===== config.mk =====
export PLATFORM = sky130hd
export DESIGN_NAME = modport_bridge
export DESIGN_NICKNAME = d
export VERILOG_FILES = /design/src/rtl/bridge_pkg.sv /design/src/rtl/bridge_addr_decode.sv /design/src/rtl/modport_bridge.sv
export SDC_FILE = /design/constraint.sdc
export NUM_CORES = 1
export LEC_CHECK = 0
export CORE_MARGIN = 4
export CORE_UTILIZATION = 43
export CTS_CLUSTER_SIZE = 20
export DETAILED_ROUTE_END_ITERATION = 10
export GPL_TIMING_DRIVEN = 0
export HOLD_SLACK_MARGIN = 0.1
export PLACE_DENSITY = 0.8
export SETUP_SLACK_MARGIN = 0.05
export SLEW_MARGIN = 20
export SYNTH_ARGS = -nofsm -noshare
export SYNTH_HDL_FRONTEND = slang
export SYNTH_HIERARCHICAL = 1
export SYNTH_SLANG_ARGS = --single-unit

===== constraint.sdc =====
create_clock -name clock -period 2.42 [get_ports clock]
set_clock_uncertainty 0.2 [all_clocks]
set_input_delay 0.484 -clock clock [delete_from_list [all_inputs] [get_ports clock]]
set_output_delay 0.484 -clock clock [all_outputs]
set_load 0.005 [all_outputs]

===== src/rtl/bridge_pkg.sv =====
// Shared definitions for the AHB-Lite to APB bridge: FSM states, AHB
// transfer/response encodings and default bus geometry.
package bridge_pkg;

    localparam int DEFAULT_WIDTH  = 32;
    localparam int DEFAULT_SLAVES = 4;

    localparam logic [1:0] HTRANS_IDLE   = 2'b00;
    localparam logic [1:0] HTRANS_BUSY   = 2'b01;
    localparam logic [1:0] HTRANS_NONSEQ = 2'b10;
    localparam logic [1:0] HTRANS_SEQ    = 2'b11;

    localparam logic [1:0] HRESP_OKAY  = 2'b00;
    localparam logic [1:0] HRESP_ERROR = 2'b01;

    typedef enum logic [2:0] {
        IDLE,
        READ,
        RENABLE,
        WWAIT,
        WRITE,
        WENABLE,
        ERR1,
        ERR2
    } state_t;

endpackage


===== src/rtl/bridge_addr_decode.sv =====
// Address decoder: maps an AHB address onto the APB window and produces a
// hit flag plus a one-hot slave select. Purely combinational.
module bridge_addr_decode
    import bridge_pkg::*;
#(
    parameter int               WIDTH     = DEFAULT_WIDTH,
    parameter int               SLAVES    = DEFAULT_SLAVES,
    parameter logic [WIDTH-1:0] BASE_ADDR = WIDTH'(32'h8000_0000),
    parameter int               SLOT_BITS = 26
) (
    input  logic [WIDTH-1:0]  addr,
    output logic              hit,
    output logic [SLAVES-1:0] sel
);

    logic [WIDTH-1:0] offset;
    logic [WIDTH-1:0] slot;

    // Offset into the window; below-base addresses wrap and are rejected by
    // the explicit lower-bound compare.
    assign offset = addr - BASE_ADDR;
    assign slot   = offset >> SLOT_BITS;
    assign hit    = (addr >= BASE_ADDR) && (slot < WIDTH'(SLAVES));

    // One select line per slave; at most one can match the slot number.
    generate
        for (genvar gi = 0; gi < SLAVES; gi++) begin : g_sel
            assign sel[gi] = hit && (slot == WIDTH'(gi));
        end
    endgenerate

endmodule


===== src/rtl/modport_bridge.sv =====
// AHB-Lite slave to APB master bridge. Each accepted AHB beat becomes one APB
// setup+enable transfer; the AHB data phase is stretched with Hreadyout.
// All bus outputs are registered from the FSM next state.
// Optional macro BRIDGE_ERR_EN: out-of-window active beats receive a
// two-cycle AHB ERROR response instead of being silently ignored.
module modport_bridge
    import bridge_pkg::*;
#(
    parameter int               WIDTH     = DEFAULT_WIDTH,
    parameter int               SLAVES    = DEFAULT_SLAVES,
    parameter logic [WIDTH-1:0] BASE_ADDR = WIDTH'(32'h8000_0000),
    parameter int               SLOT_BITS = 26
) (
    input  logic              clock,
    input  logic              Hresetn,
    input  logic [1:0]        Htrans,
    input  logic [2:0]        Hsize,
    input  logic [2:0]        Hburst,
    input  logic              Hreadyin,
    input  logic              Hwrite,
    input  logic [WIDTH-1:0]  Haddr,
    input  logic [WIDTH-1:0]  Hwdata,
    output logic [WIDTH-1:0]  Hrdata,
    output logic              Hreadyout,
    output logic [1:0]        Hresp,
    input  logic [WIDTH-1:0]  Prdata,
    output logic [SLAVES-1:0] Pselx,
    output logic              Penable,
    output logic              Pwrite,
    output logic [WIDTH-1:0]  Paddr,
    output logic [WIDTH-1:0]  Pwdata
);

    state_t state_reg, state_next;

    logic [WIDTH-1:0]  addr_reg;
    logic [SLAVES-1:0] sel_reg;

    logic [SLAVES-1:0] pselx_reg;
    logic              penable_reg;
    logic              pwrite_reg;
    logic [WIDTH-1:0]  paddr_reg;
    logic [WIDTH-1:0]  pwdata_reg;
    logic              hreadyout_reg;
    logic [1:0]        hresp_reg;

    logic              dec_hit;
    logic [SLAVES-1:0] dec_sel;
    logic              active;
    logic              accept_window;
    logic              take;
    logic              err_beat;

    // Size and burst do not affect a full-word APB access; the low Htrans
    // bit only separates IDLE from BUSY, both of which are ignored.
    logic              unused_inputs;
    assign unused_inputs = ^{Hsize, Hburst};

    bridge_addr_decode #(
        .WIDTH     (WIDTH),
        .SLAVES    (SLAVES),
        .BASE_ADDR (BASE_ADDR),
        .SLOT_BITS (SLOT_BITS)
    ) u_decode (
        .addr (Haddr),
        .hit  (dec_hit),
        .sel  (dec_sel)
    );

    // A new address phase is only sampled in states that drive Hreadyout=1
    // and can chain straight into another transfer.
    assign active        = (Htrans == HTRANS_NONSEQ) || (Htrans == HTRANS_SEQ);
    assign accept_window = (state_reg == IDLE) || (state_reg == RENABLE) ||
                           (state_reg == WENABLE);
    assign take          = accept_window && Hreadyin && active && dec_hit;
`ifdef BRIDGE_ERR_EN
    assign err_beat      = accept_window && Hreadyin && active && !dec_hit;
`else
    assign err_beat      = 1'b0;
`endif

    assign Hrdata    = Prdata;
    assign Hreadyout = hreadyout_reg;
    assign Hresp     = hresp_reg;
    assign Pselx     = pselx_reg;
    assign Penable   = penable_reg;
    assign Pwrite    = pwrite_reg;
    assign Paddr     = paddr_reg;
    assign Pwdata    = pwdata_reg;

    // Next-state selection.
    always_comb begin
        state_next = state_reg;
        case (state_reg)
            IDLE, RENABLE, WENABLE: begin
                if (take)
                    state_next = Hwrite ? WWAIT : READ;
                else if (err_beat)
                    state_next = ERR1;
                else
                    state_next = IDLE;
            end
            READ:    state_next = RENABLE;
            WWAIT:   state_next = WRITE;
            WRITE:   state_next = WENABLE;
            ERR1:    state_next = ERR2;
            ERR2:    state_next = IDLE;
            default: state_next = IDLE;
        endcase
    end

    // State register and the accepted beat's address/select.
    always_ff @(posedge clock or negedge Hresetn) begin
        if (!Hresetn) begin
            state_reg <= IDLE;
            addr_reg  <= '0;
            sel_reg   <= '0;
        end else begin
            state_reg <= state_next;
            if (take) begin
                addr_reg <= Haddr;
                sel_reg  <= dec_sel;
            end
        end
    end

    // Bus outputs decoded from the state being entered. Reads enter setup
    // directly from the address phase, so they use the live decode; writes
    // wait one cycle for Hwdata and use the latched address and select.
    always_ff @(posedge clock or negedge Hresetn) begin
        if (!Hresetn) begin
            pselx_reg     <= '0;
            penable_reg   <= 1'b0;
            pwrite_reg    <= 1'b0;
            paddr_reg     <= '0;
            pwdata_reg    <= '0;
            hreadyout_reg <= 1'b1;
            hresp_reg     <= HRESP_OKAY;
        end else begin
            penable_reg <= 1'b0;
            hresp_reg   <= HRESP_OKAY;
            case (state_next)
                READ: begin
                    pselx_reg     <= dec_sel;
                    paddr_reg     <= Haddr;
                    pwrite_reg    <= 1'b0;
                    hreadyout_reg <= 1'b0;
                end
                RENABLE, WENABLE: begin
                    penable_reg   <= 1'b1;
                    hreadyout_reg <= 1'b1;
                end
                WWAIT: begin
                    pselx_reg     <= '0;
                    hreadyout_reg <= 1'b0;
                end
                WRITE: begin
                    pselx_reg     <= sel_reg;
                    paddr_reg     <= addr_reg;
                    pwrite_reg    <= 1'b1;
                    pwdata_reg    <= Hwdata;
                    hreadyout_reg <= 1'b0;
                end
                ERR1: begin
                    pselx_reg     <= '0;
                    hreadyout_reg <= 1'b0;
                    hresp_reg     <= HRESP_ERROR;
                end
                ERR2: begin
                    pselx_reg     <= '0;
                    hreadyout_reg <= 1'b1;
                    hresp_reg     <= HRESP_ERROR;
                end
                default: begin
                    pselx_reg     <= '0;
                    hreadyout_reg <= 1'b1;
                end
            endcase
        end
    end

endmodule


==> impl_metrics.toml <==
[outcome]
status = "complete, no violations"

[critical_path]
critPathMaxFanout = 8
reg2regPathDepth = 5
r2r-start = "state_reg[1]$_DFF_PN0_"
criticalPathCategory = "in -> reg"
worst_r2r_endpoint = "Paddr[20]$_DFFE_PN0P_"
cp.arrival_ns = 2.30
cp.required_ns = 2.45
worstSetupStartpointType = "input port"
end_kind = "flip-flop"
worst-r2r-setup-slack_ns = 0.41

[synthesis]
yosys_warnings = 6
synth_top_area_share_pct = 53.7
syn-num-nets = 597
synth_area_per_cell_um2 = 10.5
seq_area_frac_synth_pct = 54.2
yosysTopAreaCell = "dfrtp_1"
ys_ff_latch = 111
syn-cell-area_um2 = 5130
synth_edf_count = 0
synth_area_leaders = "dfrtp_1 54%, nand2_1 12%, mux2_2 6.4%, o2111ai_1 6.1%, buf_4 5.3%"
ys.flop_type = "dfrtp_1"
ys_async_sr_fraction_pct = 100
synth_cell_type_count = 38
synthCells = 489

[placement]
gp_congestion = 0.817
io_buffers = 172
hpwl_mm = 10.6

[detailed_routing]
antenna_left = 0
drc = 0
vias_per_cell = 5.27
wl_mm = 14.3
wl_per_cell_um = 17.3
first_pass_iters = 4
drt_iter0_drc = 277
vias = 4346

[finish]
drive_gt1_share_pct = 18.2
final_core_util_pct = 64.2
area_delta_synth_final_pct = 44.7
diodes = 0
nets = 785

[cts]
cts_tree = "built"
clock-root-buffer = "clkbuf_16"
clk_transition_reported_paths_ns = 0.08
insertion_delay_ns = 0.34
cts.sinks = 111
cts_inserted_buffers = 9
clockBufferDepth = 2
htree_levels = 3

[floorplan]
fp.dieW_um = 117
die_y_um = 117
io_pins = 213
core_area_um2 = 11600
row_count = 39
die-area_um2 = 13700
start_util_pct = 44.3

[timing]
finalCritPeriodShare_pct = 93.9
hold_viol = 0
slew_headroom_pct = 60.9
fmax_ghz = 0.440
setup_violations = 0
rsz0062_at_grt = "false"
slew_violations = 0
whs_ns = 0.222
fin_tns_setup_ns = 0
worst_pin_slew_ns = 0.587
min_period_ns = 2.27

[global_route]
grt_first_pass_wirelength_mm = 22.2
grt_pass1_vias = 4485
antenna_found_initial = 0
overflow = 0
grt_start_max_net_pins = 64
grt_use_total_pct = 20.6

[min_path]
hold_class = "in -> reg"
min_to = "addr_reg[30]$_DFFE_PN0N_"
hold_path_depth = 2
hp-start = "Haddr[30]"

[power]
power.leakage_nw = 3.19
irDropWorstVdd_v = 0.000421
p_per_area_nw_per_um2 = 831

[job]
maxCapViolations = 0
## report_power, final
part	switching [mW]	internal, mW
clock network	0.688	0.838
registers	0.296	2.37
logic	0.780	1.19
## cells in the final DEF, fill, tap and decap left out, types with 2 or more instances in the layout
cell type	instances
clkinvlp_4	2
mux2_4	7
inv_6	2
nor3_1	5
nor2_1	2
nand2b_1	3
buf_4	37
clkdlybuf4s50_1	167
inv_1	3
buf_12	2
buf_6	6
clkbuf_16	9
nand2_1	161
o211ai_1	32
o21ai_0	4
clkbuf_2	5
mux2_2	29
dfrtp_1	110
o2111ai_1	36
a31oi_1	4
buf_2	10
clkbuf_1	12
buf_1	7
## Yosys cell counts (2+ instances only)
cell type,count
buf_2,8
mux2_4,7
a31oi_1,4
nand2b_1,3
o21ai_0,4
nand2_1,161
nor3_1,5
buf_6,5
inv_2,2
o2111ai_1,36
o211ai_1,32
buf_4,36
inv_1,3
nor2_1,2
clkbuf_1,14
buf_1,8
mux2_2,29
dfrtp_1,110
## kinds of logic (layout without fill, tap and decap cells)
family	Yosys count	after routing	synth area share [%]
buffers and inverters	76	269	9.12
other	1	1	0.0731
AOI/OAI and AO/OA	80	80	12.9
and+or+nand+nor	184	184	15.1
DFF	111	111	54.2
xor gates and xnor gates	1	1	0.171
muxes	36	36	8.42
## final cells by class
type                            count  area, µm²
Fill cell                         958       4140
Sequential cell                   111       2780
Multi-Input combinational cell    302       1890
Timing Repair Buffer              177       1780
Buffer                             71        465
Clock buffer                       10        239
Tap cell                          143        179
Clock inverter                      6       67.6
Inverter                            5       21.3
## worst max-delay path, stage by stage
cell and delay [ns]:
clkbuf_2 0.11, or4b_4 0.57, inv_4 0.10, nand3_4 0.09, a211oi_4 0.31, buf_6 0.17
buf_12 0.12, mux2_2 0.34
## stage by stage
stage          instance area (µm²)  cells  worst slack (ns)  total power, mW
3_5_place_dp                  7080    805            -0.683             4.68
4_1_cts                       7440    825            0.0505             6.23
6_report                      7420    825             0.148             6.16
3_3_place_gp                  7050    804             -3.49             4.61
2_1_floorplan                 5150    489            0.0317             3.43
5_1_grt                       7420    825             0.119             6.53
## repair_timing
item,4_1_cts,5_1_grt
setup buffers,3,0
setup endpoints to repair,72,45
pin swaps,3,2
hold buffers,1,0
hold endpoints to repair,48,0
gates resized for setup,9,9
## worst max-delay path by stage
stage | slack, ns | from | endpoint | cells after the start
floorplan | 0.03 | Haddr[30] | addr_reg[0]$_DFFE_PN0N_ | 7
global placement | -3.49 | Hresetn | Pwdata[13]$_DFFE_PN0P_ | 1
detailed placement | -0.68 | Haddr[31] | Paddr[11]$_DFFE_PN0P_ | 8
CTS | 0.05 | Haddr[28] | addr_reg[2]$_DFFE_PN0N_ | 8
global route | 0.12 | Haddr[30] | addr_reg[2]$_DFFE_PN0N_ | 8
finish | 0.15 | Haddr[30] | addr_reg[2]$_DFFE_PN0N_ | 8
## metal layers
| metal | wire (µm) | up-vias | global-route usage (%) |
|---|---|---|---|
| li1 | - | 2028 | - |
| met1 | 5680 | 2135 | 26.9 |
| met2 | 7470 | 162 | 35.3 |
| met3 | 855 | 21 | 2.83 |
| met4 | 261 | 0 | 7.11 |
| met5 | 0 | - | 0 |
(Power assumes the default switching activity.)
